File: src/rtl/qam_frame_sequencer.sv
// Frame sequencer for the QAM demapper symbol FIFO: clear, capture one frame, host readout, done.
// Optional capture watchdog built when QAM_SEQ_WATCHDOG_EN is defined.
module qam_frame_sequencer #(
    parameter int DEPTH_LOG2 = 6,
    parameter int TIMEOUT    = 1023
) (
    input  logic                  dclk,
    input  logic                  reset,
    input  logic                  start,
    input  logic                  abort,
    input  logic                  sym_valid,
    input  logic                  fifo_wfull,
    input  logic                  fifo_rdempty,
    input  logic                  host_rd_req,
    output logic                  fifo_wr_en,
    output logic                  fifo_rd_en,
    output logic                  fifo_aclr,
    output logic                  host_rd_ack,
    output logic                  available,
    output logic                  complete,
    output logic                  busy,
    output logic [DEPTH_LOG2:0]   sym_count,
    output logic                  overflow,
    output logic                  timeout_err
);
    localparam int CW = DEPTH_LOG2 + 1;
    localparam logic [CW-1:0] FRAME_LEN  = CW'(1 << DEPTH_LOG2);
    localparam logic [CW-1:0] FRAME_LAST = CW'((1 << DEPTH_LOG2) - 1);

    typedef enum logic [2:0] {
        S_IDLE, S_CLEAR, S_CAPTURE, S_READY, S_READOUT, S_DONE
    } state_t;

    state_t        state, state_nxt;
    logic          abort_pend;
    logic [CW-1:0] rd_remaining;
    logic          wd_expire;

`ifdef QAM_SEQ_WATCHDOG_EN
    logic [15:0] wd_cnt;

    assign wd_expire = (state == S_CAPTURE) && !sym_valid && (wd_cnt == 16'(TIMEOUT - 1));

    always_ff @(posedge dclk or posedge reset) begin
        if (reset) begin
            wd_cnt      <= '0;
            timeout_err <= 1'b0;
        end else if (state == S_CLEAR) begin
            wd_cnt      <= '0;
            timeout_err <= 1'b0;
        end else if (state == S_CAPTURE) begin
            wd_cnt <= sym_valid ? 16'd0 : wd_cnt + 16'd1;
            if (wd_expire)
                timeout_err <= 1'b1;
        end
    end
`else
    // TIMEOUT only matters when the watchdog is built.
    logic [31:0] unused_timeout;
    assign unused_timeout = 32'(TIMEOUT);
    assign wd_expire      = 1'b0;
    assign timeout_err    = 1'b0;
`endif

    always_comb begin
        state_nxt  = state;
        fifo_wr_en = 1'b0;
        fifo_rd_en = 1'b0;
        case (state)
            S_IDLE:
                if (start && !abort) state_nxt = S_CLEAR;
            S_CLEAR:
                state_nxt = (abort_pend || abort) ? S_IDLE : S_CAPTURE;
            S_CAPTURE: begin
                fifo_wr_en = sym_valid && !fifo_wfull && (sym_count < FRAME_LEN);
                if (abort)
                    state_nxt = S_CLEAR;
                else if ((fifo_wr_en && sym_count == FRAME_LAST) ||
                         (fifo_wfull && sym_count != '0))
                    state_nxt = S_READY;
                else if (wd_expire)
                    state_nxt = (sym_count != '0) ? S_READY : S_IDLE;
            end
            S_READY:
                if (abort)            state_nxt = S_CLEAR;
                else if (host_rd_req) state_nxt = S_READOUT;
            S_READOUT: begin
                fifo_rd_en = host_rd_req && !fifo_rdempty && (rd_remaining != '0);
                if (abort)
                    state_nxt = S_CLEAR;
                else if ((fifo_rd_en && rd_remaining == CW'(1)) || fifo_rdempty)
                    state_nxt = S_DONE;
            end
            S_DONE:
                state_nxt = abort ? S_CLEAR : S_IDLE;
            default:
                state_nxt = S_IDLE;
        endcase
    end

    assign available = (state == S_READY) || (state == S_READOUT);
    assign complete  = (state == S_DONE);
    assign busy      = (state != S_IDLE);

    always_ff @(posedge dclk or posedge reset) begin
        if (reset) begin
            state       <= S_IDLE;
            abort_pend  <= 1'b0;
            fifo_aclr   <= 1'b0;
            host_rd_ack <= 1'b0;
        end else begin
            state       <= state_nxt;
            // Entering CLEAR from anywhere but IDLE can only be an abort.
            abort_pend  <= (state_nxt == S_CLEAR) && (state != S_IDLE);
            fifo_aclr   <= (state_nxt == S_CLEAR);
            host_rd_ack <= fifo_rd_en;
        end
    end

    always_ff @(posedge dclk or posedge reset) begin
        if (reset) begin
            sym_count    <= '0;
            rd_remaining <= '0;
            overflow     <= 1'b0;
        end else begin
            case (state)
                S_CLEAR: begin
                    sym_count    <= '0;
                    rd_remaining <= '0;
                    overflow     <= 1'b0;
                end
                S_CAPTURE: begin
                    if (fifo_wr_en)             sym_count <= sym_count + CW'(1);
                    if (sym_valid && fifo_wfull) overflow  <= 1'b1;
                end
                S_READY:
                    rd_remaining <= sym_count;
                S_READOUT:
                    if (fifo_rd_en) rd_remaining <= rd_remaining - CW'(1);
                default: ;
            endcase
        end
    end
endmodule

File: config.mk
export PLATFORM = sky130hd
export DESIGN_NAME = qam_frame_sequencer
export DESIGN_NICKNAME = d
export VERILOG_FILES = /design/src/rtl/qam_frame_sequencer.sv
export SDC_FILE = /design/constraint.sdc
export NUM_CORES = 1
export LEC_CHECK = 0
export ABC_AREA = 1
export ABC_CLOCK_PERIOD_IN_PS = 1300
export CORE_UTILIZATION = 35
export DETAILED_ROUTE_END_ITERATION = 6
export SLEW_MARGIN = 20
export SYNTH_ARGS = -nofsm -noshare
export SYNTH_HDL_FRONTEND = slang
export SYNTH_SLANG_ARGS = --single-unit
export TNS_END_PERCENT = 30
File: constraint.sdc
create_clock -name dclk -period 1.3 [get_ports dclk]
set_clock_uncertainty 0.1 [all_clocks]
set_input_delay 0.195 -clock dclk [delete_from_list [all_inputs] [get_ports dclk]]
set_output_delay 0.195 -clock dclk [all_outputs]
set_load 0.1 [all_outputs]
==> results.sh <==
export IMPL_fin_area_mm2=0.00263
export IMPL_worst_ep_required_time_ps=1000
export IMPL_n_fill_cell=300
export IMPL_syn_area_mm2=0.00137
export IMPL_track_usage=0.211
export IMPL_drive_gt1_frac=0.512
export IMPL_dp_hpwl_mm=2.77
export IMPL_routed_wl_mm=4.42
export IMPL_crit_type="reg2out"
export IMPL_syn_num_nets=203
export IMPL_cts_buffer_depth=2
export IMPL_drtAntennaViolNets=0
export IMPL_gp_congestion=0.852
export IMPL_peakVddDrop_mv=1.36
export IMPL_max_freq_ghz=0.593
export IMPL_clk_latency_ps=260
export IMPL_dr_first_iter_drc_count=42
export IMPL_post_place_ws_ps=-311
export IMPL_area_growth_pct=91.4
export IMPL_die_x_um=64.6
export IMPL_antenna_found_initial=0
export IMPL_postSynthAreaPerCell_um2=7.22
export IMPL_synth_edf_count=0
export IMPL_cp_end_kind="output port"
export IMPL_synth_area_leaders="dfrtp_1 38%, nand2_1 14%, nand3_1 7.3%"
export IMPL_synth_top_cell_area_share=0.383
export IMPL_clk_pin_slew_ps=80
export IMPL_synth_async_reset_ratio=1.00
export IMPL_cts_root_buf="clkbuf_8"
export IMPL_slew_violations=0
export IMPL_avgViaCountPerCell=4.83
export IMPL_hold_viol_final=0
export IMPL_post_route_drc_count=0
export IMPL_grt_pass1_wl_mm=6.73
export IMPL_dp_cells=307
export IMPL_synthMostInstantiatedCell="nand2_1"
export IMPL_cts_tree="yes"
export IMPL_cts_hold_buf=0
export IMPL_rows=22
export IMPL_final_nets=295
export IMPL_io_pins=24
export IMPL_max_cap_viol_count=0
export IMPL_synth_common_cells="50 x nand2_1, 24 x inv_1, 23 x nor2_1"
export IMPL_violations="setup timing"
export IMPL_yosysTopAreaCell="dfrtp_1"
export IMPL_vias=1588
export IMPL_min_period_ps=1690
export IMPL_core_area_mm2=0.00372
export IMPL_synth_cells=190
export IMPL_seq_area_frac_synth=0.383
export IMPL_dr_pass1_iters=4
export IMPL_fin_cells=329
export IMPL_clock_sinks=21
export IMPL_cts_made_buffers=3
export IMPL_outcome="finished with violations"
export IMPL_reg2reg_from="state[1]"
export IMPL_crit_start="rd_remaining[0]"
export IMPL_fin_total_pwr_mw=4.20
export IMPL_ys_types=24
export IMPL_place_area_mm2=0.00219
export IMPL_initial_utilization=0.369
export IMPL_grt_max_degree=22
export IMPL_critical_path_startpoint_type="flip-flop"
export IMPL_die_h_um=64.6
export IMPL_arrival_ps=1390
export IMPL_path_max_fanout=3
export IMPL_grt_pass1_vias=1493
export IMPL_powerDensity_mw_per_mm2=1600
export IMPL_finalSetupViolCount=26
export IMPL_design_die_area_mm2=0.00418
export IMPL_synth_seq_cells=21
export IMPL_wl_per_cell_um=13.4
export IMPL_setup_ws_ps=-386
export IMPL_hp_class="in2async"
export IMPL_yosys_warnings=0
export IMPL_rsz0062_at_grt="yes"
export IMPL_num_antenna_cells=0
export IMPL_h_tree_depth=1
export IMPL_p_leak_nw=1.26
export IMPL_io_buffers=22
export IMPL_finalCritPeriodShare=1.30
export IMPL_synthFlopType="dfrtp_1"
export IMPL_globalRoute_totalOverflow=0
power breakdown:
group	internal, mW	leakage (nW)	switching [mW]	total, mW
clock network	0.219	0.0228	0.229	0.447
logic	1.20	0.959	1.66	2.87
registers	0.766	0.277	0.120	0.886
flip-flops by register name, summed over array words and instances (netlist names):
register      cells
rd_remaining      7
sym_count         7
state             3
abort_pend        1
fifo_aclr         1
host_rd_ack       1
overflow          1
worst paths after layout:
kind                       cells after the start           end  slack (ps)
max in group asynchronous                      3  sym_count[0]         670
min                                            3      overflow         170
max reg2reg                                   10  sym_count[2]        -250
max                                            6    fifo_rd_en        -390
min in group dclk                              2      overflow         480
min reg2reg                                    3      state[1]         490
cell families after synthesis:
logic type | count (synthesis) | synth area share
adder cells (fa/ha/maj) | 5 | 0.0456
AO/OA/AOI/OAI | 16 | 0.0629
flip-flops | 21 | 0.383
other | 1 | 0.00273
AND/OR/NAND/NOR | 116 | 0.411
XOR/XNOR | 2 | 0.0128
buffers and inverters | 29 | 0.0820
through the flow:
| stage | hold slack [ps] | setup TNS (ps) | utilization |
|---|---|---|---|
| 3_5_place_dp | 461 | -4240 | 0.589 |
| 5_1_grt | 207 | -6880 | 0.707 |
| 4_1_cts | 177 | -4980 | 0.646 |
| 2_1_floorplan | 71.4 | -8730 | - |
| 3_3_place_gp | 448 | -4150 | 0.589 |
| 6_report | 167 | -5610 | 0.707 |
timing repair:
item	4_1_cts	5_1_grt
gates cloned	1	0
pin swaps	14	19
endpoints found under the setup margin	29	31
setup buffers	9	12
resized for setup	35	46
cell type report:
| class | instances | area, um^2 | area share |
|---|---|---|---|
| clock buffer | 4 | 45.0 | 0.0171 |
| inverter | 28 | 115 | 0.0438 |
| multi-input combinational | 141 | 936 | 0.356 |
| sequential | 21 | 537 | 0.204 |
| tap | 48 | 60.1 | 0.0229 |
| timing repair buffer | 87 | 935 | 0.356 |
layer usage:
layer | vias up | routed length, um | track usage
met2 | 37 | 2330 | 0.395
li1 | 789 | - | -
met3 | 8 | 132 | 0.0176
met4 | 0 | 72 | 0.0667
met5 | - | 0 | 0
met1 | 754 | 1880 | 0.253
layout by cell type, fill, tap and decap left out, types with 7 or more instances in the layout:
cell             synthesis  final
nor2_1                  23     15
buf_12                   0     16
inv_2                    4      7
nand2_2                  1      7
buf_4                    1     47
dfrtp_1                 21     14
clkdlybuf4s50_1          0      7
inv_1                   24     18
buf_6                    0     17
nor2_2                   2      7
nor2_4                   4      7
nand2_1                 50     42
nand3_1                 20     17
critical path, cell delays in order (launching register included):
cell and delay, ps:
dfrtp_1 400, inv_2 100, ha_4 130, nand4_1 150, nand3_4 150, inv_4 40, buf_12 150
Note: power is estimated with default switching activity, not from simulation.
